==> src/rtl/instr_encoder.sv <==
// RV32I/RV64I instruction encoder: packs decoded fields plus a full-width immediate
// into a 32-bit word through a 2-stage valid/ready pipeline, flagging unrepresentable immediates.

package riscv_pkg;
  parameter int XLEN = 32;

  typedef enum logic [6:0] {
    OP_LOAD   = 7'b0000011,
    OP_I_TYPE = 7'b0010011,
    OP_AUIPC  = 7'b0010111,
    OP_STORE  = 7'b0100011,
    OP_OP     = 7'b0110011,
    OP_LUI    = 7'b0110111,
    OP_BRANCH = 7'b1100011,
    OP_JALR   = 7'b1100111,
    OP_JAL    = 7'b1101111
  } opcode_t;
endpackage

// Handshake: a transfer happens on a rising edge where valid && ready are both high;
// valid never waits on ready, and payload is held stable while valid && !ready.
module instr_encoder #(
  parameter int XLEN  = riscv_pkg::XLEN,
  parameter int CNT_W = 32
) (
  input  logic                clk,
  input  logic                rst,
  input  logic                in_valid,
  output logic                in_ready,
  input  riscv_pkg::opcode_t  in_opcode,
  input  logic [4:0]          in_rd,
  input  logic [4:0]          in_rs1,
  input  logic [4:0]          in_rs2,
  input  logic [2:0]          in_funct3,
  input  logic [6:0]          in_funct7,
  input  logic [XLEN-1:0]     in_imm,
  output logic                out_valid,
  input  logic                out_ready,
  output logic [31:0]         out_instr,
  output logic                out_err,
  input  logic                clr_counts,
  output logic [CNT_W-1:0]    enc_count,
  output logic [15:0]         err_count
);

  typedef enum logic [2:0] {
    FMT_R,
    FMT_I,
    FMT_S,
    FMT_B,
    FMT_J,
    FMT_U
  } fmt_e;

  // Stage 1 state
  logic        s1_valid_q;
  fmt_e        s1_fmt_q;
  logic [6:0]  s1_op_q;
  logic [4:0]  s1_rd_q;
  logic [4:0]  s1_rs1_q;
  logic [4:0]  s1_rs2_q;
  logic [2:0]  s1_f3_q;
  logic [6:0]  s1_f7_q;
  logic [31:0] s1_imm_q;
  logic        s1_err_q;

  // Stage 2 state
  logic        s2_valid_q;
  logic [31:0] out_instr_q;
  logic        out_err_q;

  logic [CNT_W-1:0] enc_count_q;
  logic [15:0]      err_count_q;

  fmt_e        fmt_d;
  logic        err_d;
  logic [31:0] instr_d;
  logic        s1_load;
  logic        s2_load;
  logic        out_hs;

  // Upper immediate slices that must be pure sign extension for each format
  logic [XLEN-12:0] hi11;
  logic [XLEN-13:0] hi12;
  logic [XLEN-21:0] hi20;
  logic [XLEN-32:0] hi31;
  logic             sx11_ok;
  logic             sx12_ok;
  logic             sx20_ok;
  logic             sx31_ok;

  assign s2_load  = !s2_valid_q || out_ready;
  assign s1_load  = !s1_valid_q || s2_load;
  assign in_ready = s1_load;
  assign out_hs   = s2_valid_q && out_ready;

  assign hi11    = in_imm[XLEN-1:11];
  assign hi12    = in_imm[XLEN-1:12];
  assign hi20    = in_imm[XLEN-1:20];
  assign hi31    = in_imm[XLEN-1:31];
  assign sx11_ok = (&hi11) || !(|hi11);
  assign sx12_ok = (&hi12) || !(|hi12);
  assign sx20_ok = (&hi20) || !(|hi20);
  assign sx31_ok = (&hi31) || !(|hi31);

  always_comb begin
    fmt_d = FMT_R;
    case (in_opcode)
      riscv_pkg::OP_I_TYPE,
      riscv_pkg::OP_LOAD,
      riscv_pkg::OP_JALR:   fmt_d = FMT_I;
      riscv_pkg::OP_STORE:  fmt_d = FMT_S;
      riscv_pkg::OP_BRANCH: fmt_d = FMT_B;
      riscv_pkg::OP_JAL:    fmt_d = FMT_J;
      riscv_pkg::OP_LUI,
      riscv_pkg::OP_AUIPC:  fmt_d = FMT_U;
      default:              fmt_d = FMT_R;
    endcase
  end

  always_comb begin
    err_d = 1'b0;
    case (fmt_d)
      FMT_I, FMT_S: err_d = !sx11_ok;
      FMT_B:        err_d = in_imm[0] || !sx12_ok;
      FMT_J:        err_d = in_imm[0] || !sx20_ok;
      FMT_U:        err_d = (in_imm[11:0] != 12'd0) || !sx31_ok;
      default:      err_d = 1'b0;
    endcase
  end

  always_ff @(posedge clk or posedge rst) begin
    if (rst) begin
      s1_valid_q <= 1'b0;
      s1_fmt_q   <= FMT_R;
      s1_op_q    <= '0;
      s1_rd_q    <= '0;
      s1_rs1_q   <= '0;
      s1_rs2_q   <= '0;
      s1_f3_q    <= '0;
      s1_f7_q    <= '0;
      s1_imm_q   <= '0;
      s1_err_q   <= 1'b0;
    end else if (s1_load) begin
      s1_valid_q <= in_valid;
      if (in_valid) begin
        s1_fmt_q <= fmt_d;
        s1_op_q  <= in_opcode;
        s1_rd_q  <= in_rd;
        s1_rs1_q <= in_rs1;
        s1_rs2_q <= in_rs2;
        s1_f3_q  <= in_funct3;
        s1_f7_q  <= in_funct7;
        s1_imm_q <= in_imm[31:0];
        s1_err_q <= err_d;
      end
    end
  end

  // Erroring words are still packed from the truncated immediate bits
  always_comb begin
    instr_d = {s1_f7_q, s1_rs2_q, s1_rs1_q, s1_f3_q, s1_rd_q, s1_op_q};
    case (s1_fmt_q)
      FMT_I: instr_d = {s1_imm_q[11:0], s1_rs1_q, s1_f3_q, s1_rd_q, s1_op_q};
      FMT_S: instr_d = {s1_imm_q[11:5], s1_rs2_q, s1_rs1_q, s1_f3_q,
                        s1_imm_q[4:0], s1_op_q};
      FMT_B: instr_d = {s1_imm_q[12], s1_imm_q[10:5], s1_rs2_q, s1_rs1_q, s1_f3_q,
                        s1_imm_q[4:1], s1_imm_q[11], s1_op_q};
      FMT_J: instr_d = {s1_imm_q[20], s1_imm_q[10:1], s1_imm_q[11],
                        s1_imm_q[19:12], s1_rd_q, s1_op_q};
      FMT_U: instr_d = {s1_imm_q[31:12], s1_rd_q, s1_op_q};
      default: ;
    endcase
  end

  always_ff @(posedge clk or posedge rst) begin
    if (rst) begin
      s2_valid_q  <= 1'b0;
      out_instr_q <= '0;
      out_err_q   <= 1'b0;
    end else if (s2_load) begin
      s2_valid_q <= s1_valid_q;
      if (s1_valid_q) begin
        out_instr_q <= instr_d;
        out_err_q   <= s1_err_q;
      end
    end
  end

  // A clear on the same edge as a handshake drops that handshake from the counts
  always_ff @(posedge clk or posedge rst) begin
    if (rst) begin
      enc_count_q <= '0;
      err_count_q <= '0;
    end else if (clr_counts) begin
      enc_count_q <= '0;
      err_count_q <= '0;
    end else if (out_hs) begin
      enc_count_q <= enc_count_q + {{(CNT_W-1){1'b0}}, 1'b1};
      if (out_err_q && (err_count_q != 16'hFFFF)) begin
        err_count_q <= err_count_q + 16'd1;
      end
    end
  end

  assign out_valid = s2_valid_q;
  assign out_instr = out_instr_q;
  assign out_err   = out_err_q;
  assign enc_count = enc_count_q;
  assign err_count = err_count_q;

endmodule

==> config.mk <==
export PLATFORM = sky130hd
export DESIGN_NAME = instr_encoder
export DESIGN_NICKNAME = d
export VERILOG_FILES = /design/src/rtl/instr_encoder.sv
export SDC_FILE = /design/constraint.sdc
export NUM_CORES = 1
export LEC_CHECK = 0
export CAP_MARGIN = 20
export CORE_ASPECT_RATIO = 1.25
export CORE_MARGIN = 2
export CORE_UTILIZATION = 51
export CTS_CLUSTER_SIZE = 24
export DETAILED_ROUTE_END_ITERATION = 10
export PLACE_DENSITY = 0.77
export SETUP_SLACK_MARGIN = 0.4
export SLEW_MARGIN = 20
export SYNTH_ARGS = -nofsm -noshare
export SYNTH_HDL_FRONTEND = slang
export SYNTH_SLANG_ARGS = --single-unit
==> constraint.sdc <==
create_clock -name clk -period 6.9 [get_ports clk]
set_input_delay 1.725 -clock clk [delete_from_list [all_inputs] [get_ports clk]]
set_output_delay 1.725 -clock clk [all_outputs]
set_load 0.005 [all_outputs]
Word level (Yosys, flattened, before mapping):

Cells that the tools add are included.

* output and inout bits: 83
* flip-flop bits (word level): 151
* input port bits: 69

* add/sub/neg operators: 2
* mux-type cells: 8
* reductions and logical operators: 32
* equal/unequal tests: 19

Operators with widths (count)
* case mux 32 bit (5 select lines): 1
* 2-to-1 mux 32 bit: 2
* 2-to-1 mux 16 bit: 3
* adder 32 x 1 -> 32 bit, second input constant: 1
* == test 7 bit, second input constant: 3
* AND reduction 21 bit: 1
* OR reduction 21 bit: 1
* AND reduction 20 bit: 1
* OR reduction 20 bit: 1
* adder 16 x 1 -> 16 bit, second input constant: 1
* inequality test 16 bit, second input constant: 1
* case mux 3 bit (5 select lines): 1
* == test 7 x 5 -> 1 bit, second input constant: 2
* == test 7 x 6 -> 1 bit, second input constant: 2
* == test 3 x 2 -> 1 bit, second input constant: 4
* == test 3 bit, second input constant: 4
* AND reduction 12 bit: 1
* nonzero test 12 bit: 1
* OR reduction 12 bit: 1
* logical NOT 1 bit: 8
* == test 7 x 2 -> 1 bit, second input constant: 1
* logical OR 1 bit: 7
* == test 3 x 1 -> 1 bit, second input constant: 2
* AND reduction 2 bit: 3
* 5 further kinds: 8

Logic depth before layout (Yosys ltp):

* depth after elaboration: 6
* depth in mapped cells: 7

Worst setup path before layout:

Ideal clock, no wire load.

* kind: in2out
* start: in out_ready
* end: out in_ready
* slack: 3.261 ns
* stages: 1
* data arrival time: 1.914 ns
* cells stage by stage: nand3b_1

* longest elaborated chain between the ends: 2

RTL lines
* from (decl): line 38 `input logic out_ready,`
* logical OR 1 bit: line 92 `assign s2_load = !s2_valid_q || out_ready;`
* logical OR 1 bit: line 93 `assign s1_load = !s1_valid_q || s2_load;`
* to (decl): line 29 `output logic in_ready,`

Every way passes these cells.

Worst setup path in the final report:

Same ends and word-level chain as after synthesis.

==> metrics <==
Final ANT Viol Nets 0; routed vias 6045; Clock Skews 0.0128 ns; Most used DFF post-synth dfrtp_1; multi-input logic area 0.00321 sq mm; Yosys reg bits 151; Pwr per Cell Area 253 mW/mm^2; GP Congestion 0.892; Root Driver clkbuf_16; # DRC 0; port buffer count 151; FF+latch area 0.00378 sq mm; area of the core 0.0138 sq mm; Routed WL per cell 18.1 um; standard-cell row count 48; Synth Net Count 774; pin count of the biggest net entering global routing 114; Starting Density 52.1%; first-pass GRT wire length 29700 um; relative slew slack 31.3%; critical path data arrival time 3.05 ns; share of cells above drive strength 1 11.8%; Setup CP Type in -> out; Worst R2R Start s1_fmt_q[1]$_DFFE_PP0P_; initial antenna violation count 0; fmax 0.210 GHz; critical path startpoint category input port; vias per cell 5.87; Final #Nets 913; # resized after CTS 0; Skew-Pair Late Insertion Delay 0.42 ns; Worst Path Required 5.18 ns; hpwl dp 13000 um; Max clock buf depth 2; CP Capture Type primary output; vias in the first global route 6130; status finished clean; leading cell types in the layout, fill and taps excluded dfrtp_1, clkdlybuf4s50_1, nand2_1; remaining global-route overflow 0; die height 136 um; # fillers 1060; H-tree levels 4; initial drt markers 479; asr flop ratio synth 100%; critical path startpoint out_ready; die area 0.0150 sq mm; min-delay src s1_rd_q[0]$_DFFE_PP0P_; final WL 18700 um; GRT Resource Usage Total 25.8%; synth unique cells 61; Post-CTS Hold Fix Bufs 0; Final Critical Period 4.77 ns; CTS buffer count 17; EDFF count, synth 0; sequential cell area fraction in the yosys report 52.8%; final setup vio count 0; hold violation count in the final report 0; post-CTS setup buffer count 0; Worst-Margin Slew 1.03 ns; RSZ-0062 raised after global routing no; Pwr Total 2.39 mW; number of iterations in the first detailed-routing pass 5; CTS tree yes; Cells after Synth 703; DIE WIDTH 110 um; clk sinks 151; Yosys warning total 0; setup TNS 0 ns; worst vdd ir 181 uV; CP max FO 7; max cap viols 0; CTS clk-pin slew, worst paths 0.07 ns; syn_area_per_cell 10.2 sq um; Leakage Power 3.97 nW; antenna fix cells 0; Area Growth Syn to Fin 31.8%; Post-Syn Area 0.00716 sq mm; Hold WC Path Type reg -> reg; fin crit share 69.1%; max-slew violation count 0; IO Count 152
-- where the power goes --
group	switching (mW)	internal, mW
combinational	0.155	0.204
sequential	0.0747	0.986
clock	0.391	0.578
total	0.621	1.77
-- kinds of logic (layout without fill, tap and decap cells) --
| group | count (synthesis) | after routing | share of synthesized area (%) |
|---|---|---|---|
| AND/OR/NAND/NOR | 291 | 291 | 19.9 |
| adder cells (fa/ha/maj) | 2 | 2 | 0.349 |
| multiplexers | 73 | 73 | 11.1 |
| XOR/XNOR | 32 | 32 | 3.91 |
| AO/OA/AOI/OAI | 109 | 109 | 9.51 |
| buffers and inverters | 45 | 197 | 2.48 |
| flip-flops | 151 | 151 | 52.8 |
-- metrics by stage --
stage	cell area (sq um)	worst slack [ns]	utilization [%]	instances	hold slack, ns
2_1_floorplan	7160	1.11	-	703	0.440
3_3_place_gp	8790	2.19	63.9	997	0.458
3_5_place_dp	8790	2.15	63.9	997	0.465
4_1_cts	9410	2.14	68.4	1029	0.482
5_1_grt	9440	2.06	68.6	1030	0.511
6_report	9440	2.13	68.6	1030	0.478
-- registers in the layout, summed over array words and instances, names as in the netlist --
name        cells
err_count      16
s1_valid_q      1
s1_f3_q         3
s1_f7_q         7
out_err         1
out_valid       1
s1_rd_q         5
s1_err_q        1
s1_rs1_q        5
enc_count      32
s1_op_q         7
s1_imm_q       32
s1_fmt_q        3
out_instr      32
s1_rs2_q        5
-- layer usage --
layer | vias up | track usage, % | share of wire (%)
met1 | 2949 | 30.9 | 39
met2 | 254 | 43.7 | 51
met4 | 0 | 12.2 | 3.3
met3 | 51 | 5.85 | 6.5
met5 | - | 0 | 0
li1 | 2791 | - | -
-- synth_stat cells (2+ instances only) --
cell type    n  area, sq um
inv_2        2         7.51
nor4b_1      3         26.3
o22ai_1      6         37.5
nor3_1       9         45.0
or3_1       11         68.8
and4_1       7         61.3
ha_1         2         25.0
or4_4        2         22.5
or2_2        2         12.5
nor2_1      46          173
nand2_1    129          484
inv_1        5         18.8
nand3_1     12         60.1
a211oi_1     2         15.0
nor2b_1      7         43.8
nand2b_1     4         25.0
a2111oi_0    6         52.6
mux2_2      50          563
and2_1      10         62.6
buf_1        6         22.5
a22oi_1      4         30.0
a21oi_1     19         95.1
or4_1        2         15.0
o21ai_0     37          185
nor3b_1      3         22.5
xnor2_1     11         96.3
a221o_1      6         60.1
mux2i_1     22          220
and3_1       7         43.8
nor4_1       8         50.1
clkbuf_1    29          109
dfrtp_1    151         3780
nand4_1     21          131
o211ai_1     6         45.0
o21ai_1     10         50.1
xor2_1      21          184
-- worst paths after layout --
kind / end / slack [ns] / depth (start not counted)
setup reg to reg: out_instr[30]$_DFFE_PP0P_ / 4.45 / 5
max in group asynchronous: s1_rs1_q[0]$_DFFE_PP0P_ / 4.47 / 3
setup / recovery: in_ready / 2.13 / 3
hold / removal: s1_rd_q[0]$_DFFE_PP0P_ / 0.48 / 2
min in group asynchronous: s1_valid_q$_DFFE_PP0N_ / 1.64 / 2
hold reg to reg: s1_rd_q[0]$_DFFE_PP0P_ / 0.48 / 2
-- area by class of cell --
class	count	share of cell area (%)
Clock buffer	17	4.51
Clock inverter	15	2.07
Inverter	8	0.371
Multi-Input combinational cell	507	34.0
Sequential cell	151	40.0
Tap cell	175	2.32
Timing Repair Buffer	157	16.7
-- worst max-delay path: stages --
cell,delay (ns)
clkdlybuf4s50_1,0.58
nand3b_1,0.21
clkdlybuf4s50_1,0.53
Power figures use the tool's default switching activity.
